## src/rtl/vslc_keypad_pkg.sv

```systemverilog
// Shared types and helpers for the scanned 4x4 hex keypad reader.
// Holds the key FSM states, the population classes of a snapshot and the keypad layout.
package vslc_keypad_pkg;

    typedef enum logic [1:0] {
        ST_IDLE  = 2'd0,
        ST_HELD  = 2'd1,
        ST_MULTI = 2'd2
    } key_state_t;

    typedef enum logic [1:0] {
        OH_ZERO = 2'd0,
        OH_ONE  = 2'd1,
        OH_MANY = 2'd2
    } onehot_t;

    // Keypad layout: index is 4*row + column.
    function automatic logic [3:0] keymap(input logic [3:0] idx);
        logic [3:0] code;
        case (idx)
            4'd0:    code = 4'h1;
            4'd1:    code = 4'h2;
            4'd2:    code = 4'h3;
            4'd3:    code = 4'hA;
            4'd4:    code = 4'h4;
            4'd5:    code = 4'h5;
            4'd6:    code = 4'h6;
            4'd7:    code = 4'hB;
            4'd8:    code = 4'h7;
            4'd9:    code = 4'h8;
            4'd10:   code = 4'h9;
            4'd11:   code = 4'hC;
            4'd12:   code = 4'hE;
            4'd13:   code = 4'h0;
            4'd14:   code = 4'hF;
            4'd15:   code = 4'hD;
            default: code = 4'h0;
        endcase
        return code;
    endfunction

    function automatic onehot_t onehot16(input logic [15:0] v);
        onehot_t cls;
        if (v == 16'h0000) begin
            cls = OH_ZERO;
        end else if ((v & (v - 16'd1)) == 16'h0000) begin
            cls = OH_ONE;
        end else begin
            cls = OH_MANY;
        end
        return cls;
    endfunction

    // Index of the lowest set bit; only meaningful when exactly one bit is set.
    function automatic logic [3:0] bit_index16(input logic [15:0] v);
        logic [3:0] idx;
        idx = 4'd0;
        for (int i = 15; i >= 0; i--) begin
            if (v[i]) begin
                idx = 4'(i);
            end else begin
                idx = idx;
            end
        end
        return idx;
    endfunction

endpackage

```

## src/rtl/vslc_sync2.sv

```systemverilog
// Two-flop synchronizer for asynchronous level inputs.
// The reset value is a parameter so idle lines can come up in their released state.
module vslc_sync2 #(
    parameter int               WIDTH   = 1,
    parameter logic [WIDTH-1:0] RST_VAL = {WIDTH{1'b0}}
) (
    input  logic             clk,
    input  logic             rst,
    input  logic [WIDTH-1:0] d,
    output logic [WIDTH-1:0] q
);

    logic [WIDTH-1:0] meta_r;
    logic [WIDTH-1:0] sync_r;

    // Two-stage capture of the asynchronous input.
    always_ff @(posedge clk or posedge rst) begin
        if (rst) begin
            meta_r <= RST_VAL;
            sync_r <= RST_VAL;
        end else begin
            meta_r <= d;
            sync_r <= meta_r;
        end
    end

    assign q = sync_r;

endmodule

```

## src/rtl/tt_um_jimktrains_vslc_keypad_scan.sv

```systemverilog
// Scanned 4x4 hex keypad reader: column drive, row sampling, frame debounce,
// single-key FSM and a valid/ready output with a sticky overrun flag.
module tt_um_jimktrains_vslc_keypad_scan
    import vslc_keypad_pkg::*;
#(
    parameter int SCAN_DIV = 64,
    parameter int DEBOUNCE = 4
) (
    input  logic       CLK,
    input  logic       rst,
    output logic [3:0] col_n,
    input  logic [3:0] row_n,
    output logic [3:0] key_code,
    output logic       key_valid,
    input  logic       key_ready,
    output logic       key_held,
    output logic       overrun
);

    localparam int DIV_W = $clog2(SCAN_DIV);
    localparam logic [DIV_W-1:0] DIV_LAST = DIV_W'(SCAN_DIV - 1);
    localparam logic [3:0]       DEB_MAX  = 4'(DEBOUNCE);

    logic [3:0]       row_n_sync_s;
    logic [3:0]       row_s;
    logic [DIV_W-1:0] div_cnt_r;
    logic [1:0]       col_r;
    logic [1:0]       col_nxt_s;
    logic [3:0]       col_n_r;
    logic             slot_last_s;
    logic             frame_end_s;
    logic [15:0]      snap_r;
    logic [15:0]      snap_nxt_s;
    logic [15:0]      prev_raw_r;
    logic [15:0]      deb_r;
    logic [15:0]      deb_nxt_s;
    logic [3:0]       same_cnt_r;
    logic [3:0]       same_nxt_s;
    logic             deb_load_s;
    onehot_t          deb_cls_s;
    key_state_t       state_r;
    key_state_t       state_nxt_s;
    logic             emit_s;
    logic [3:0]       emit_code_s;
    logic             accept_s;
    logic [3:0]       key_code_r;
    logic [3:0]       key_code_nxt_s;
    logic             key_valid_r;
    logic             key_valid_nxt_s;
    logic             overrun_r;
    logic             overrun_nxt_s;
    logic             key_held_r;

    // Rows idle high through the pull-ups, so reset the synchronizer to all-released.
    vslc_sync2 #(
        .WIDTH   (4),
        .RST_VAL (4'b1111)
    ) u_row_sync (
        .clk (CLK),
        .rst (rst),
        .d   (row_n),
        .q   (row_n_sync_s)
    );

    assign row_s       = ~row_n_sync_s;
    assign slot_last_s = (div_cnt_r == DIV_LAST);
    assign frame_end_s = slot_last_s && (col_r == 2'd3);
    assign col_nxt_s   = col_r + 2'd1;

    // Slot timer and column pointer; column drive is registered alongside the pointer.
    always_ff @(posedge CLK or posedge rst) begin
        if (rst) begin
            div_cnt_r <= {DIV_W{1'b0}};
            col_r     <= 2'd0;
            col_n_r   <= 4'b1110;
        end else if (slot_last_s) begin
            div_cnt_r <= {DIV_W{1'b0}};
            col_r     <= col_nxt_s;
            col_n_r   <= ~(4'b0001 << col_nxt_s);
        end else begin
            div_cnt_r <= div_cnt_r + {{(DIV_W-1){1'b0}}, 1'b1};
            col_r     <= col_r;
            col_n_r   <= col_n_r;
        end
    end

    // Snapshot with the current column's rows merged in; at frame end this is the raw frame.
    always_comb begin
        snap_nxt_s = snap_r;
        if (slot_last_s) begin
            for (int r = 0; r < 4; r++) begin
                snap_nxt_s[{2'(r), col_r}] = row_s[r];
            end
        end else begin
            snap_nxt_s = snap_r;
        end
    end

    // Frame-to-frame agreement counter, saturating at the debounce depth.
    always_comb begin
        same_nxt_s = same_cnt_r;
        if (snap_nxt_s != prev_raw_r) begin
            same_nxt_s = 4'd1;
        end else if (same_cnt_r >= DEB_MAX) begin
            same_nxt_s = DEB_MAX;
        end else begin
            same_nxt_s = same_cnt_r + 4'd1;
        end
    end

    assign deb_load_s = frame_end_s && (same_nxt_s == DEB_MAX);
    assign deb_nxt_s  = deb_load_s ? snap_nxt_s : deb_r;
    assign deb_cls_s  = onehot16(deb_nxt_s);
    assign emit_code_s = keymap(bit_index16(deb_nxt_s));

    // Snapshot, previous frame and debounced state registers.
    always_ff @(posedge CLK or posedge rst) begin
        if (rst) begin
            snap_r     <= 16'h0000;
            prev_raw_r <= 16'h0000;
            same_cnt_r <= 4'd0;
            deb_r      <= 16'h0000;
        end else if (frame_end_s) begin
            snap_r     <= snap_nxt_s;
            prev_raw_r <= snap_nxt_s;
            same_cnt_r <= same_nxt_s;
            deb_r      <= deb_nxt_s;
        end else begin
            snap_r     <= snap_nxt_s;
            prev_raw_r <= prev_raw_r;
            same_cnt_r <= same_cnt_r;
            deb_r      <= deb_r;
        end
    end

    // Key FSM state register.
    always_ff @(posedge CLK or posedge rst) begin
        if (rst) begin
            state_r <= ST_IDLE;
        end else begin
            state_r <= state_nxt_s;
        end
    end

    // Key FSM transitions; only a debounced update moves it, and only IDLE emits.
    always_comb begin
        state_nxt_s = state_r;
        emit_s      = 1'b0;
        if (deb_load_s) begin
            case (state_r)
                ST_IDLE: begin
                    if (deb_cls_s == OH_ONE) begin
                        state_nxt_s = ST_HELD;
                        emit_s      = 1'b1;
                    end else if (deb_cls_s == OH_MANY) begin
                        state_nxt_s = ST_MULTI;
                    end else begin
                        state_nxt_s = ST_IDLE;
                    end
                end
                ST_HELD: begin
                    if (deb_cls_s == OH_ZERO) begin
                        state_nxt_s = ST_IDLE;
                    end else if (deb_cls_s == OH_MANY) begin
                        state_nxt_s = ST_MULTI;
                    end else begin
                        state_nxt_s = ST_HELD;
                    end
                end
                ST_MULTI: begin
                    if (deb_cls_s == OH_ZERO) begin
                        state_nxt_s = ST_IDLE;
                    end else begin
                        state_nxt_s = ST_MULTI;
                    end
                end
                default: begin
                    state_nxt_s = ST_IDLE;
                end
            endcase
        end else begin
            state_nxt_s = state_r;
        end
    end

    assign accept_s = key_valid_r && key_ready;

    // Output handshake: a fresh code needs a free or draining slot, otherwise it is dropped.
    always_comb begin
        key_valid_nxt_s = key_valid_r;
        key_code_nxt_s  = key_code_r;
        overrun_nxt_s   = overrun_r;
        if (emit_s && (!key_valid_r || accept_s)) begin
            key_valid_nxt_s = 1'b1;
            key_code_nxt_s  = emit_code_s;
            overrun_nxt_s   = accept_s ? 1'b0 : overrun_r;
        end else if (emit_s) begin
            overrun_nxt_s   = 1'b1;
        end else if (accept_s) begin
            key_valid_nxt_s = 1'b0;
            overrun_nxt_s   = 1'b0;
        end else begin
            key_valid_nxt_s = key_valid_r;
            key_code_nxt_s  = key_code_r;
            overrun_nxt_s   = overrun_r;
        end
    end

    // Registered outputs.
    always_ff @(posedge CLK or posedge rst) begin
        if (rst) begin
            key_code_r  <= 4'h0;
            key_valid_r <= 1'b0;
            overrun_r   <= 1'b0;
            key_held_r  <= 1'b0;
        end else begin
            key_code_r  <= key_code_nxt_s;
            key_valid_r <= key_valid_nxt_s;
            overrun_r   <= overrun_nxt_s;
            key_held_r  <= (state_nxt_s == ST_HELD);
        end
    end

    assign col_n     = col_n_r;
    assign key_code  = key_code_r;
    assign key_valid = key_valid_r;
    assign overrun   = overrun_r;
    assign key_held  = key_held_r;

endmodule
```

## config.mk

```make
export PLATFORM = sky130hd
export DESIGN_NAME = tt_um_jimktrains_vslc_keypad_scan
export DESIGN_NICKNAME = d
export VERILOG_FILES = /design/src/rtl/vslc_keypad_pkg.sv /design/src/rtl/vslc_sync2.sv /design/src/rtl/tt_um_jimktrains_vslc_keypad_scan.sv
export SDC_FILE = /design/constraint.sdc
export NUM_CORES = 1
export LEC_CHECK = 0
export ABC_AREA = 0
export ABC_CLOCK_PERIOD_IN_PS = 4700
export BUFFER_PORTS_ARGS = -buffer_cell sky130_fd_sc_hd__buf_2
export CORE_ASPECT_RATIO = 1.5
export CORE_MARGIN = 2
export CORE_UTILIZATION = 50
export DETAILED_ROUTE_END_ITERATION = 6
export PLACE_DENSITY_LB_ADDON = 0.05
export SETUP_SLACK_MARGIN = 0.02
export SYNTH_ARGS = -nofsm -noshare
export SYNTH_HDL_FRONTEND = slang
export SYNTH_SLANG_ARGS = --single-unit
```

## constraint.sdc

```tcl
create_clock -name CLK -period 4.7 [get_ports CLK]
set_clock_uncertainty 0.2 [all_clocks]
set_input_delay 0.235 -clock CLK [delete_from_list [all_inputs] [get_ports CLK]]
set_output_delay 0.235 -clock CLK [all_outputs]
set_load 0.02 [all_outputs]
```

==> metrics.cfg <==
[status]
outcome=complete, no violations

[clocking]
cts-htree-levels=3
cts_tree=built
cts_made_buffers=9
clkSinkCount=81
clkTransAtPathRegs_ns=0.06
root_buffer=clkbuf_16
ctsLongestPathBuffers=2
clock_latency_ns=0.34

[route]
routed_wl_um=12600
num_vias=3935
drtIter0Drc=214
drtPass1Iterations=6
drc=0
postRouteAntennaNets=0
viasPerCell=5.89
avgRoutedWirePerCell_um=18.9

[sta]
setup_slack_ns=0.352
report.final.slew_viol_count=0
finalCritPeriodShare_pct=92.5
finalHoldViolCount=0
setup-violations-final=0
tightest_slew_ns=0.866
setup_tns_ns=0
period_needed_ns=4.35
timing.hold.ws_ns=0.155
rsz0062_at_grt=false
relSlewSlack_pct=42.2
clock.fmax_mhz=230

[placement]
dp_hpwl_um=9460
dp_slack_ns=0.0293
place_area_um2=4900
gp_congestion=0.967
place.port_buffers=17

[grt]
overflow=0
grt_usage_pct=27.4
antenna_found_initial=0
grt_pass1_wl_um=20400
grt_max_degree=68
grt_pass1_vias=3991

[logic_synthesis]
avgSynthCellArea_um2=9.01
synth_warnings=0
postSynthCellCount=516
synth-seq-cells=81
yosys.area.top_type=dfrtp_1
synth_area_um2=4650
synth_area_leaders=dfrtp_1 38%, dfstp_2 6.2%, o21ai_0 5.7%
synth_top_area_share_pct=37.7
ys_async_sr_fraction_pct=100
synth-edff-count=0
ys_types=71
dominantRegCellSynth=dfrtp_1
seq_area_frac_synth_pct=43.9
synth_nets=534

[cells_and_area]
drive_above_1_share_pct=17.8
diodes=0
final_common_cell=dfrtp_1
layout-area-overhead-vs-synth_pct=14.5
nets=569
layout_common_cells=70 x dfrtp_1, 63 x nand2_1, 53 x o21ai_0
stdcell_area_um2=5320

[pwr]
irDropWorstVdd_mv=0.196
power_density_nw_per_um2=265
cellLeakagePower_nw=2.49

[die]
num_rows=43
initial_core_util_pct=50.8
die-area_um2=10100
fp.coreArea_um2=9150
dieHeight_um=122
die_w_um=82.7
io_pins=18

[worst_hold_path]
hold_class=reg -> reg

[setup_path]
start_kind=flip-flop
crit_arrival_ns=4.43
endpoint_kind=flip-flop
rrSetupSlack_ns=0.35
critical_path_class=reg -> reg
path_max_fanout=37
required_ns=4.78

[job]
drv_cap=0

==> final cells by class <==
| cell class | instances | area, um2 |
|---|---|---|
| Clock buffer | 11 | 243 |
| Clock inverter | 5 | 40.0 |
| Fill cell | 858 | 3830 |
| Inverter | 36 | 136 |
| Multi-Input combinational cell | 379 | 2400 |
| Sequential cell | 81 | 2040 |
| Tap cell | 112 | 140 |
| Timing Repair Buffer | 44 | 315 |
==> registers in the layout, indices dropped and copies added (netlist names) <==
register,cells
state_r,2
col_r,2
prev_raw_r,16
key_held,1
overrun,1
div_cnt_r,6
key_valid,1
snap_r,16
u_row_sync.q,4
col_n,4
deb_r,16
same_cnt_r,4
u_row_sync.meta_r,4
key_code,4
==> synthesized netlist by cell type (2+ instances only) <==
master	count
mux2i_1	12
o21a_1	5
buf_2	4
or3_1	3
nor4_1	3
o21ai_0	53
a22o_1	2
o211ai_1	9
nor2b_1	7
nor3_1	14
clkbuf_1	11
nor2_1	42
a21boi_0	2
or2_2	4
dfstp_2	11
nand3b_1	3
ha_1	11
a22oi_1	5
a31oi_1	2
nor3b_1	2
a21oi_1	22
a211oi_1	4
xnor2_1	6
nand2_2	3
o2111ai_1	2
maj3_1	4
o21bai_1	2
a222oi_1	2
xor2_1	3
and2_1	7
a211o_1	2
nand2b_1	4
a21o_1	4
buf_6	4
o22ai_1	5
and3_1	2
o21ai_1	9
o31ai_1	5
dfrtp_1	70
nand4_1	6
nand3_1	9
nand2_1	63
inv_1	35
o221ai_1	3
mux2_2	9
==> path summary, 6_finish.rpt <==
| kind | start | to | cells past startpoint |
|---|---|---|---|
| hold / removal | u_row_sync.meta_r[0] | u_row_sync.q[0] | 0 |
| max in group asynchronous | rst | snap_r[3] | 4 |
| hold reg to reg | u_row_sync.meta_r[0] | u_row_sync.q[0] | 0 |
| setup reg to reg | div_cnt_r[0] | key_code[3] | 18 |
| min in group asynchronous | rst | snap_r[8] | 3 |
| setup / recovery | div_cnt_r[0] | key_code[3] | 18 |
==> cells by family after synthesis <==
family	synth area share, %
AND/OR/NAND/NOR	18.2
AO/OA/AOI/OAI	21.8
flip-flops	43.9
buffers and inverters	5.28
multiplexers	5.33
adder cells (fa/ha/maj)	3.82
XOR/XNOR	1.70
==> worst max-delay path: stages (launching register included) <==
cell      delay, ns
dfrtp_1        0.41
ha_2           0.27
nand4_4        0.21
buf_4          0.20
o21ai_0        0.16
o21a_1         0.26
o221a_2        0.26
nand4_1        0.12
or3_1          0.41
buf_12         0.19
mux2_4         0.31
o211ai_1       0.18
nand3b_1       0.11
nand2_2        0.14
inv_1          0.08
ha_1           0.19
mux2_2         0.26
o21ai_0        0.15
mux2_2         0.16
==> through the flow <==
step           cells  util (%)  power [mW]
2_1_floorplan    516         -       0.738
3_3_place_gp     641      53.5       0.751
3_5_place_dp     641      53.5       0.752
4_1_cts          663      57.3        1.42
5_1_grt          668      58.2        1.46
6_report         668      58.2        1.41
==> what timing repair did <==
action                                  4_1_cts  5_1_grt
setup buffers                                 0        5
gates resized for setup                       1        8
hold endpoints to repair                     19        0
endpoints found under the setup margin        1        3
pin swaps                                     0        1
hold buffers                                  6        0
==> power breakdown <==
part	switching (mW)	leakage [nW]	total [mW]	internal, mW
logic	0.0216	1.29	0.0307	0.00913
clock network	0.292	0.128	0.667	0.375
registers	0.00734	1.08	0.712	0.705
==> per-layer routing <==
| layer | part of all wire (%) | track usage [%] | vias to the layer above |
|---|---|---|---|
| li1 | - | - | 1907 |
| met3 | 3.2 | 4.89 | 34 |
| met4 | 4.1 | 13.3 | 0 |
| met2 | 52 | 47.2 | 94 |
| met5 | 0 | 0 | - |
| met1 | 40 | 32.2 | 1900 |
Power figures use the tool's default switching activity.
